==> src/rtl/rgb2ycbcr_pipe.sv <==
`timescale 1ns/1ps
`default_nettype none
// +--------------------------------------------------------------------------+
// | Module : rgb2ycbcr_pipe                                                  |
// | Desc   : 3-stage RGB888 -> BT.601 YCbCr converter, optional 4:2:2 packer  |
// | Rev    : 1.0  initial release                                            |
// +--------------------------------------------------------------------------+
module rgb2ycbcr_pipe #(
  parameter int CHROMA_422 = 1
) (
  input  logic        clk,
  input  logic        rst,
  input  logic        s_valid,
  output logic        s_ready,
  input  logic [23:0] s_data,
  input  logic        s_sof,
  input  logic        s_eol,
  output logic        m_valid,
  input  logic        m_ready,
  output logic [23:0] m_data,
  output logic        m_sof,
  output logic        m_eol,
  output logic        m_cb
);

  typedef enum logic [1:0] {
    PK_EMPTY  = 2'd0,
    PK_FIRST  = 2'd1,
    PK_SECOND = 2'd2
  } pk_state_e;

  localparam logic signed [17:0] c_yr  =  18'sd66;
  localparam logic signed [17:0] c_yg  =  18'sd129;
  localparam logic signed [17:0] c_yb  =  18'sd25;
  localparam logic signed [17:0] c_cbr = -18'sd38;
  localparam logic signed [17:0] c_cbg = -18'sd74;
  localparam logic signed [17:0] c_cbb =  18'sd112;
  localparam logic signed [17:0] c_crr =  18'sd112;
  localparam logic signed [17:0] c_crg = -18'sd94;
  localparam logic signed [17:0] c_crb = -18'sd18;
  localparam logic signed [17:0] c_rnd =  18'sd128;

  function automatic logic [7:0] sat8(input logic signed [17:0] sum,
                                      input logic signed [17:0] off);
    logic signed [17:0] t;
    t = (sum >>> 8) + off;
    if (t < 18'sd0)
      return 8'd0;
    else if (t > 18'sd255)
      return 8'hFF;
    return t[7:0];
  endfunction

  logic               w_en;
  logic signed [17:0] w_r, w_g, w_b;
  logic signed [17:0] prod_q [9];
  logic               v1_q, sof1_q, eol1_q;
  logic signed [17:0] ysum_q, cbsum_q, crsum_q;
  logic               v2_q, sof2_q, eol2_q;
  logic [7:0]         y3_q, cb3_q, cr3_q;
  logic               v3_q, sof3_q, eol3_q;

  assign w_r = $signed({10'd0, s_data[23:16]});
  assign w_g = $signed({10'd0, s_data[15:8]});
  assign w_b = $signed({10'd0, s_data[7:0]});
  assign s_ready = w_en;

  // Single enable freezes every stage together; bubbles stay where they are.
  always_ff @(posedge clk) begin
    if (rst) begin
      for (int i = 0; i < 9; i++) prod_q[i] <= '0;
      {v1_q, sof1_q, eol1_q} <= '0;
      {v2_q, sof2_q, eol2_q} <= '0;
      {v3_q, sof3_q, eol3_q} <= '0;
      ysum_q  <= '0;
      cbsum_q <= '0;
      crsum_q <= '0;
      y3_q    <= '0;
      cb3_q   <= '0;
      cr3_q   <= '0;
    end else if (w_en) begin
      v1_q      <= s_valid;
      sof1_q    <= s_sof;
      eol1_q    <= s_eol;
      prod_q[0] <= w_r * c_yr;
      prod_q[1] <= w_g * c_yg;
      prod_q[2] <= w_b * c_yb;
      prod_q[3] <= w_r * c_cbr;
      prod_q[4] <= w_g * c_cbg;
      prod_q[5] <= w_b * c_cbb;
      prod_q[6] <= w_r * c_crr;
      prod_q[7] <= w_g * c_crg;
      prod_q[8] <= w_b * c_crb;
      v2_q      <= v1_q;
      sof2_q    <= sof1_q;
      eol2_q    <= eol1_q;
      ysum_q    <= prod_q[0] + prod_q[1] + prod_q[2] + c_rnd;
      cbsum_q   <= prod_q[3] + prod_q[4] + prod_q[5] + c_rnd;
      crsum_q   <= prod_q[6] + prod_q[7] + prod_q[8] + c_rnd;
      v3_q      <= v2_q;
      sof3_q    <= sof2_q;
      eol3_q    <= eol2_q;
      y3_q      <= sat8(ysum_q,  18'sd16);
      cb3_q     <= sat8(cbsum_q, 18'sd128);
      cr3_q     <= sat8(crsum_q, 18'sd128);
    end
  end

  generate
    if (CHROMA_422 == 0) begin : g_444
      assign w_en    = !v3_q || m_ready;
      assign m_valid = v3_q;
      assign m_data  = {y3_q, cb3_q, cr3_q};
      assign m_sof   = sof3_q;
      assign m_eol   = eol3_q;
      assign m_cb    = 1'b0;
    end else begin : g_422
      pk_state_e  st_q, st_d;
      logic       hv_q, hv_d, hsof_q, hsof_d;
      logic [7:0] hy_q, hy_d, hcb_q, hcb_d, hcr_q, hcr_d;
      logic [7:0] ay_q, ay_d, ac_q, ac_d, by_q, by_d, bc_q, bc_d;
      logic       asof_q, asof_d, beol_q, beol_d;
      logic       w_ofree, w_take, w_load;
      logic [7:0] w_cbavg, w_cravg;

      assign w_cbavg = 8'(({1'b0, hcb_q} + {1'b0, cb3_q} + 9'd1) >> 1);
      assign w_cravg = 8'(({1'b0, hcr_q} + {1'b0, cr3_q} + 9'd1) >> 1);
      assign w_ofree = (st_q == PK_EMPTY) || ((st_q == PK_SECOND) && m_ready);
      assign w_en    = !v3_q || w_take;

      // H holds an even pixel awaiting its partner; A/B are the two output beats.
      always_comb begin
        st_d   = st_q;
        hv_d   = hv_q;
        hsof_d = hsof_q;
        hy_d   = hy_q;
        hcb_d  = hcb_q;
        hcr_d  = hcr_q;
        ay_d   = ay_q;
        ac_d   = ac_q;
        asof_d = asof_q;
        by_d   = by_q;
        bc_d   = bc_q;
        beol_d = beol_q;
        w_take = 1'b0;
        w_load = 1'b0;
        if (v3_q) begin
          if (hv_q && sof3_q) begin
            // Broken line: flush held pixel alone, new pixel waits a cycle.
            if (w_ofree) begin
              {ay_d, ac_d, asof_d} = {hy_q, hcb_q, hsof_q};
              {by_d, bc_d, beol_d} = {hy_q, hcr_q, 1'b1};
              hv_d   = 1'b0;
              w_load = 1'b1;
            end
          end else if (hv_q) begin
            if (w_ofree) begin
              {ay_d, ac_d, asof_d} = {hy_q, w_cbavg, hsof_q};
              {by_d, bc_d, beol_d} = {y3_q, w_cravg, eol3_q};
              hv_d   = 1'b0;
              w_take = 1'b1;
              w_load = 1'b1;
            end
          end else if (eol3_q) begin
            if (w_ofree) begin
              {ay_d, ac_d, asof_d} = {y3_q, cb3_q, sof3_q};
              {by_d, bc_d, beol_d} = {y3_q, cr3_q, 1'b1};
              w_take = 1'b1;
              w_load = 1'b1;
            end
          end else begin
            {hy_d, hcb_d, hcr_d, hsof_d} = {y3_q, cb3_q, cr3_q, sof3_q};
            hv_d   = 1'b1;
            w_take = 1'b1;
          end
        end
        if (w_load)
          st_d = PK_FIRST;
        else if (m_ready && (st_q == PK_FIRST))
          st_d = PK_SECOND;
        else if (m_ready && (st_q == PK_SECOND))
          st_d = PK_EMPTY;
      end

      always_ff @(posedge clk) begin
        if (rst) begin
          st_q   <= PK_EMPTY;
          hv_q   <= 1'b0;
          hsof_q <= 1'b0;
          hy_q   <= '0;
          hcb_q  <= '0;
          hcr_q  <= '0;
          ay_q   <= '0;
          ac_q   <= '0;
          asof_q <= 1'b0;
          by_q   <= '0;
          bc_q   <= '0;
          beol_q <= 1'b0;
        end else begin
          st_q   <= st_d;
          hv_q   <= hv_d;
          hsof_q <= hsof_d;
          hy_q   <= hy_d;
          hcb_q  <= hcb_d;
          hcr_q  <= hcr_d;
          ay_q   <= ay_d;
          ac_q   <= ac_d;
          asof_q <= asof_d;
          by_q   <= by_d;
          bc_q   <= bc_d;
          beol_q <= beol_d;
        end
      end

      assign m_valid = (st_q != PK_EMPTY);
      assign m_data  = (st_q == PK_FIRST)  ? {ay_q, ac_q, 8'h00} :
                       (st_q == PK_SECOND) ? {by_q, bc_q, 8'h00} : 24'h0;
      assign m_cb    = (st_q == PK_FIRST);
      assign m_sof   = (st_q == PK_FIRST)  && asof_q;
      assign m_eol   = (st_q == PK_SECOND) && beol_q;
    end
  endgenerate

endmodule
`default_nettype wire
==> config.mk <==
export PLATFORM = sky130hd
export DESIGN_NAME = rgb2ycbcr_pipe
export DESIGN_NICKNAME = d
export VERILOG_FILES = /design/src/rtl/rgb2ycbcr_pipe.sv
export SDC_FILE = /design/constraint.sdc
export NUM_CORES = 1
export LEC_CHECK = 0
export CORE_ASPECT_RATIO = 0.7
export CORE_MARGIN = 3
export CORE_UTILIZATION = 57
export CTS_CLUSTER_SIZE = 25
export DETAILED_ROUTE_END_ITERATION = 12
export MAX_ROUTING_LAYER = met4
export PLACE_DENSITY = 0.78
export SYNTH_ARGS = -nofsm -noshare
export SYNTH_HDL_FRONTEND = slang
export SYNTH_SLANG_ARGS = --single-unit
==> constraint.sdc <==
create_clock -name clk -period 3.9 [get_ports clk]
set_input_delay 0.39 -clock clk [delete_from_list [all_inputs] [get_ports clk]]
set_output_delay 0.39 -clock clk [all_outputs]
set_load 0.005 [all_outputs]
### Word-level counts from Yosys, hierarchy flattened

Memory sizes are Yosys's and may differ from the RTL's.
Index checks and enable logic that the tools add are counted.
W data, S select, Z words.

* bits in registers: 149
* memory bits (writable): 162
* input bits: 30
* word-level logic and storage cells: 183
* memories kept: 1

* add/subtract/negate cells: 16
* multiply operators: 9
* order comparisons: 6
* equality and inequality tests: 4
* mux-type cells: 86
* bitwise gates (word level): 12
* reductions and logical operators: 21

Memories
* prod_q: depth 9, width 18, rd ports 9, clocked after Yosys merged registers in 0, wr ports 9, RTL line 56 `logic signed [17:0] prod_q [9];`

Operators with widths (count)
* $mux W8: 31
* $mux W18: 9
* $add A18 B18 Y18: 6
* $add A18 B9 Y18 const B: 3
* $mux W24: 2
* $mux W1: 42
* $gt A11 B9 Y1 const B: 3
* $lt A11 B1 Y1 const B: 3
* $mul A9 B7 Y16 const B: 2
* $add A10 B9 Y11 const B: 2
* $mul A8 B3 Y11 const B: 2
* $add A8 B8 Y9: 2
* $add A9 B1 Y9 const B: 2
* $mul A8 B8 Y16 const B: 1
* $mul A9 B6 Y15 const B: 1
* $mul A8 B6 Y14 const B: 1
* $mul A9 B5 Y14 const B: 1
* $mul A8 B5 Y13 const B: 1
* $reduce_and A3 Y1: 4
* $add A10 B6 Y11 const B: 1
* $or A1 B1 Y1: 9
* $reduce_bool A3 Y1: 3
* $logic_and A1 B1 Y1: 5
* $mux W2: 2
* other kinds (12): 16

### Logic depth before layout (Yosys ltp)

Gate-level depths: netlist (run 1).

* depth in word-level cells: 13
* gate-level depth with buffers: 17
* depth with buffers taken out: 17

### Least setup slack after synthesis (run 1)

Ideal clock, no wire load.

* kind: in2reg
* from: input s_data[17]
* to: memory prod_q[3][17], in the netlist prod_q[0][71], data pin
* library setup time: 0.257 ns
* arrival time: 3.701 ns
* data required time: 3.643 ns
* setup slack: -0.058 ns
* stages: 15
* buffers on the path: 0
* path through: inv_1 ha_1 fa_1 inv_1 fa_1 inv_1 ha_1 ha_1 a21o_1 a21oi_1 o21bai_1 a2111o_1 a41o_1 xnor2_1 nor2_1

RTL lines
* start: declaration: RTL line 15 `input logic [23:0] s_data,`
* end: declaration: RTL line 56

==> results of run 1 <==
[cells in the final DEF, fill, tap and decap left out, types with 12 or more instances in the layout]
cell type        count
ha_1               294
nand2_1            185
inv_1              183
buf_4              139
nor2_1             137
a21oi_1            127
dfxtp_1            125
edfxtp_1           115
fa_1               100
o21ai_0             53
xnor2_1             53
and3_1              36
clkdlybuf4s50_1     34
o21ai_1             33
nor3_1              32
a21o_1              31
clkbuf_16           28
xor2_1              24
nand3_1             22
a22o_1              17
o211ai_1            16
nor2b_1             14
a311oi_1            14
nand3b_1            12
[report_power, final]
group / total, mW / internal, mW / switching [mW]
combinational: 5.61 / 2.55 / 3.07
clock: 2.57 / 1.55 / 1.02
sequential: 3.56 / 3.17 / 0.391
[cell type report]
class | count | area (um^2)
well taps | 420 | 526
clock buffers | 37 | 796
flip-flops and latches | 240 | 5960
inverters | 190 | 716
clock inverters | 8 | 95.1
fillers | 2390 | 10200
diodes | 2 | 5.00
multi-input cells | 1376 | 11500
repair buffers | 190 | 1580
[metrics by stage]
step / worst slack, ns / total power, mW / util / hold WS, ns
global placement: -0.638 / 8.67 / 0.641 / 0.439
detailed placement: -0.815 / 8.94 / 0.641 / 0.447
floorplan: 0.0222 / 7.20 / - / 0.432
finish: 0.0886 / 11.7 / 0.674 / 0.375
CTS: 0.00112 / 11.6 / 0.672 / 0.413
global route: -0.0750 / 12.6 / 0.674 / 0.388
[worst max path at each step]
stage,to,slack (ns),depth (start not counted)
finish,prod_q[0][87],0.09,15
global route,prod_q[0][71],-0.07,14
CTS,prod_q[0][71],0.001,15
detailed placement,prod_q[0][89],-0.81,17
global placement,prod_q[0][87],-0.64,18
floorplan,prod_q[0][71],0.02,15
[repair_timing]
item | in CTS | in global routing
setup buffers | 1 | 2
setup endpoints to repair | 12 | 16
hold endpoints to repair | 0 | 0
pin swaps | 13 | 12
resized for setup | 21 | 23
hold buffers | 0 | 0
[flip-flops by register name, indices dropped and copies added (netlist names), 10 cells and up, named ones only]
register and cells:
prod_q 115, cbsum_q 10, crsum_q 10, ysum_q 10
[cells by family (layout without fill, tap and decap cells)]
| family | after synthesis | in the layout | synth area share |
|---|---|---|---|
| simple gates | 496 | 496 | 0.125 |
| flops | 240 | 240 | 0.325 |
| buf+inv | 265 | 425 | 0.0572 |
| xor+xnor | 77 | 77 | 0.0368 |
| compound gates | 385 | 385 | 0.137 |
| other cells | 1 | 10 | 0.000204 |
| fa+ha+maj | 402 | 402 | 0.315 |
| mux | 8 | 8 | 0.00437 |
[layer usage]
metal	part of all wire	up-vias
met5	0	-
met4	0.029	0
met3	0.082	94
met2	0.44	514
met1	0.45	6908
li1	-	6828
[worst max-delay path, delay by kind of cell]
kind                     cells  cell delay (ns)
buffers and inverters        5             0.64
AND/OR/NAND/NOR              1             0.06
AO/OA/AOI/OAI                3             0.74
XOR/XNOR                     1             0.17
adder cells (fa/ha/maj)      5             2.06
==> impl_metrics.json, run 1 <==
{
  "post-route-min-period_ns": 3.81,
  "num_rows": 54,
  "cts.reportedPaths.clkPinSlew_ns": 0.07,
  "rrSetupSlack_ns": 0.58,
  "yosysTopAreaCell": "ha_1",
  "drt-initial-drc-count": 1275,
  "start_util": 0.584,
  "detail-route-antenna-nets": 0,
  "tns_ns": 0,
  "ys_warn_count": 0,
  "min_from": "s_data[9]",
  "routed_wirelength_um": 47100,
  "grtUsageMet1": 0.397,
  "crit_type": "in -> reg",
  "cts_tree": "done",
  "hold-path-cell-count": 4,
  "core_mm2": 0.0314,
  "cts_root_buf": "clkbuf_16",
  "ys_seq_area_frac": 0.325,
  "grt.met3_usage": 0.0605,
  "r2r_cells": 10,
  "numClockSinks": 240,
  "clk_latency_ns": 0.53,
  "finalCritPeriodShare": 0.977,
  "synthArstFlopShare": 0,
  "grt_pass1_wl_um": 75200,
  "r2r_end": "cbsum_q[17]",
  "post-route-drc-count": 0,
  "cts_buffer_depth": 3,
  "place_area_mm2": 0.0201,
  "arrival_ns": 4.08,
  "fp.dieArea_mm2": 0.0344,
  "crit_chain": "clkdlybuf4s15_1 -> ha_4 -> fa_1 -> inv_1 -> fa_1 -> inv_1 -> fa_1 -> inv_1 -> ha_1 -> buf_4 -> a2111oi_4 -> o21ai_2 -> a41oi_2 -> xnor2_1 -> nor2_1",
  "p_leak_nw": 9.90,
  "io_buffer_count": 50,
  "max_freq_ghz": 0.262,
  "status": "finished clean",
  "final_area_mm2": 0.0212,
  "top_usage_layer": "met2",
  "area_growth_pct": 15.5,
  "setup.worst_path.start": "s_data[14]",
  "worstHoldPathType": "in -> reg",
  "ys_types": 80,
  "numCtsBuffers": 25,
  "grt_pass1_vias": 14434,
  "fin_cells": 2463,
  "min_to": "prod_q[0][128]",
  "worst_slew_pin_slew_ns": 1.08,
  "yosys_most_used_dff": "dfxtp_1",
  "die_y_um": 156,
  "yosys-top-cells-area": "ha_1 (21%), edfxtp_1 (19%), dfxtp_1 (14%), fa_1 (11%), inv_1 (3.8%)",
  "syn_area_mm2": 0.0183,
  "drive_gt1_frac": 0.115,
  "synth_top_area_share": 0.206,
  "cp.required_ns": 4.17,
  "setup_violations": 0,
  "nets": 2455,
  "synth_edf_count": 115,
  "dp_hpwl_um": 35300,
  "place_congestion": 0.884,
  "drt_first_pass_iters": 5,
  "antenna_found_initial": 4,
  "max_cap_violations": 0,
  "grt_max_degree": 94,
  "via_per_inst": 5.82,
  "slowest_delay_ns": 0.55,
  "die_x_um": 220,
  "vias": 14344,
  "hold_viol": 0,
  "yosysMostFrequentCell": "ha_1",
  "grt-ovfl-total": 0,
  "routedWlPerCell_um": 19.1,
  "h-tree-depth": 1,
  "slew_violations": 0,
  "vdd_drop_max_uv": 367,
  "path_max_fanout": 3,
  "grt_util_met2": 0.430,
  "cp-start-kind": "input pin",
  "synth_area_per_cell_um2": 9.79,
  "crit_slowest_cell": "fa_1",
  "r2r_start": "prod_q[0][146]",
  "dp.cells": 2413,
  "io-pin-count": 59,
  "clock_skew_ns": 0.0112,
  "endpoint_kind": "register",
  "synthCells": 1874,
  "relSlewSlack": 0.281,
  "groute.usage.overall": 0.287,
  "synth.ff_latch_count": 240,
  "power_density_mw_per_mm2": 554,
  "synthTopCellsByCount": "ha_1 (302), inv_1 (186), nand2_1 (185)"
}
No activity file was read; power rests on OpenSTA's default activity.
==> run 2, diff against run 1 <==
Settings changed: ABC_AREA from default to 0, SLEW_MARGIN from default to 20.
==> results of run 2 <==
The final DEF is identical to that of run 1; final timing and power are the same.
==> run 3, diff against run 2 <==
Settings changed: ABC_CLOCK_PERIOD_IN_PS from default to 3900.
==> results of run 3 <==
The final DEF is identical to that of run 1; final timing and power are the same.
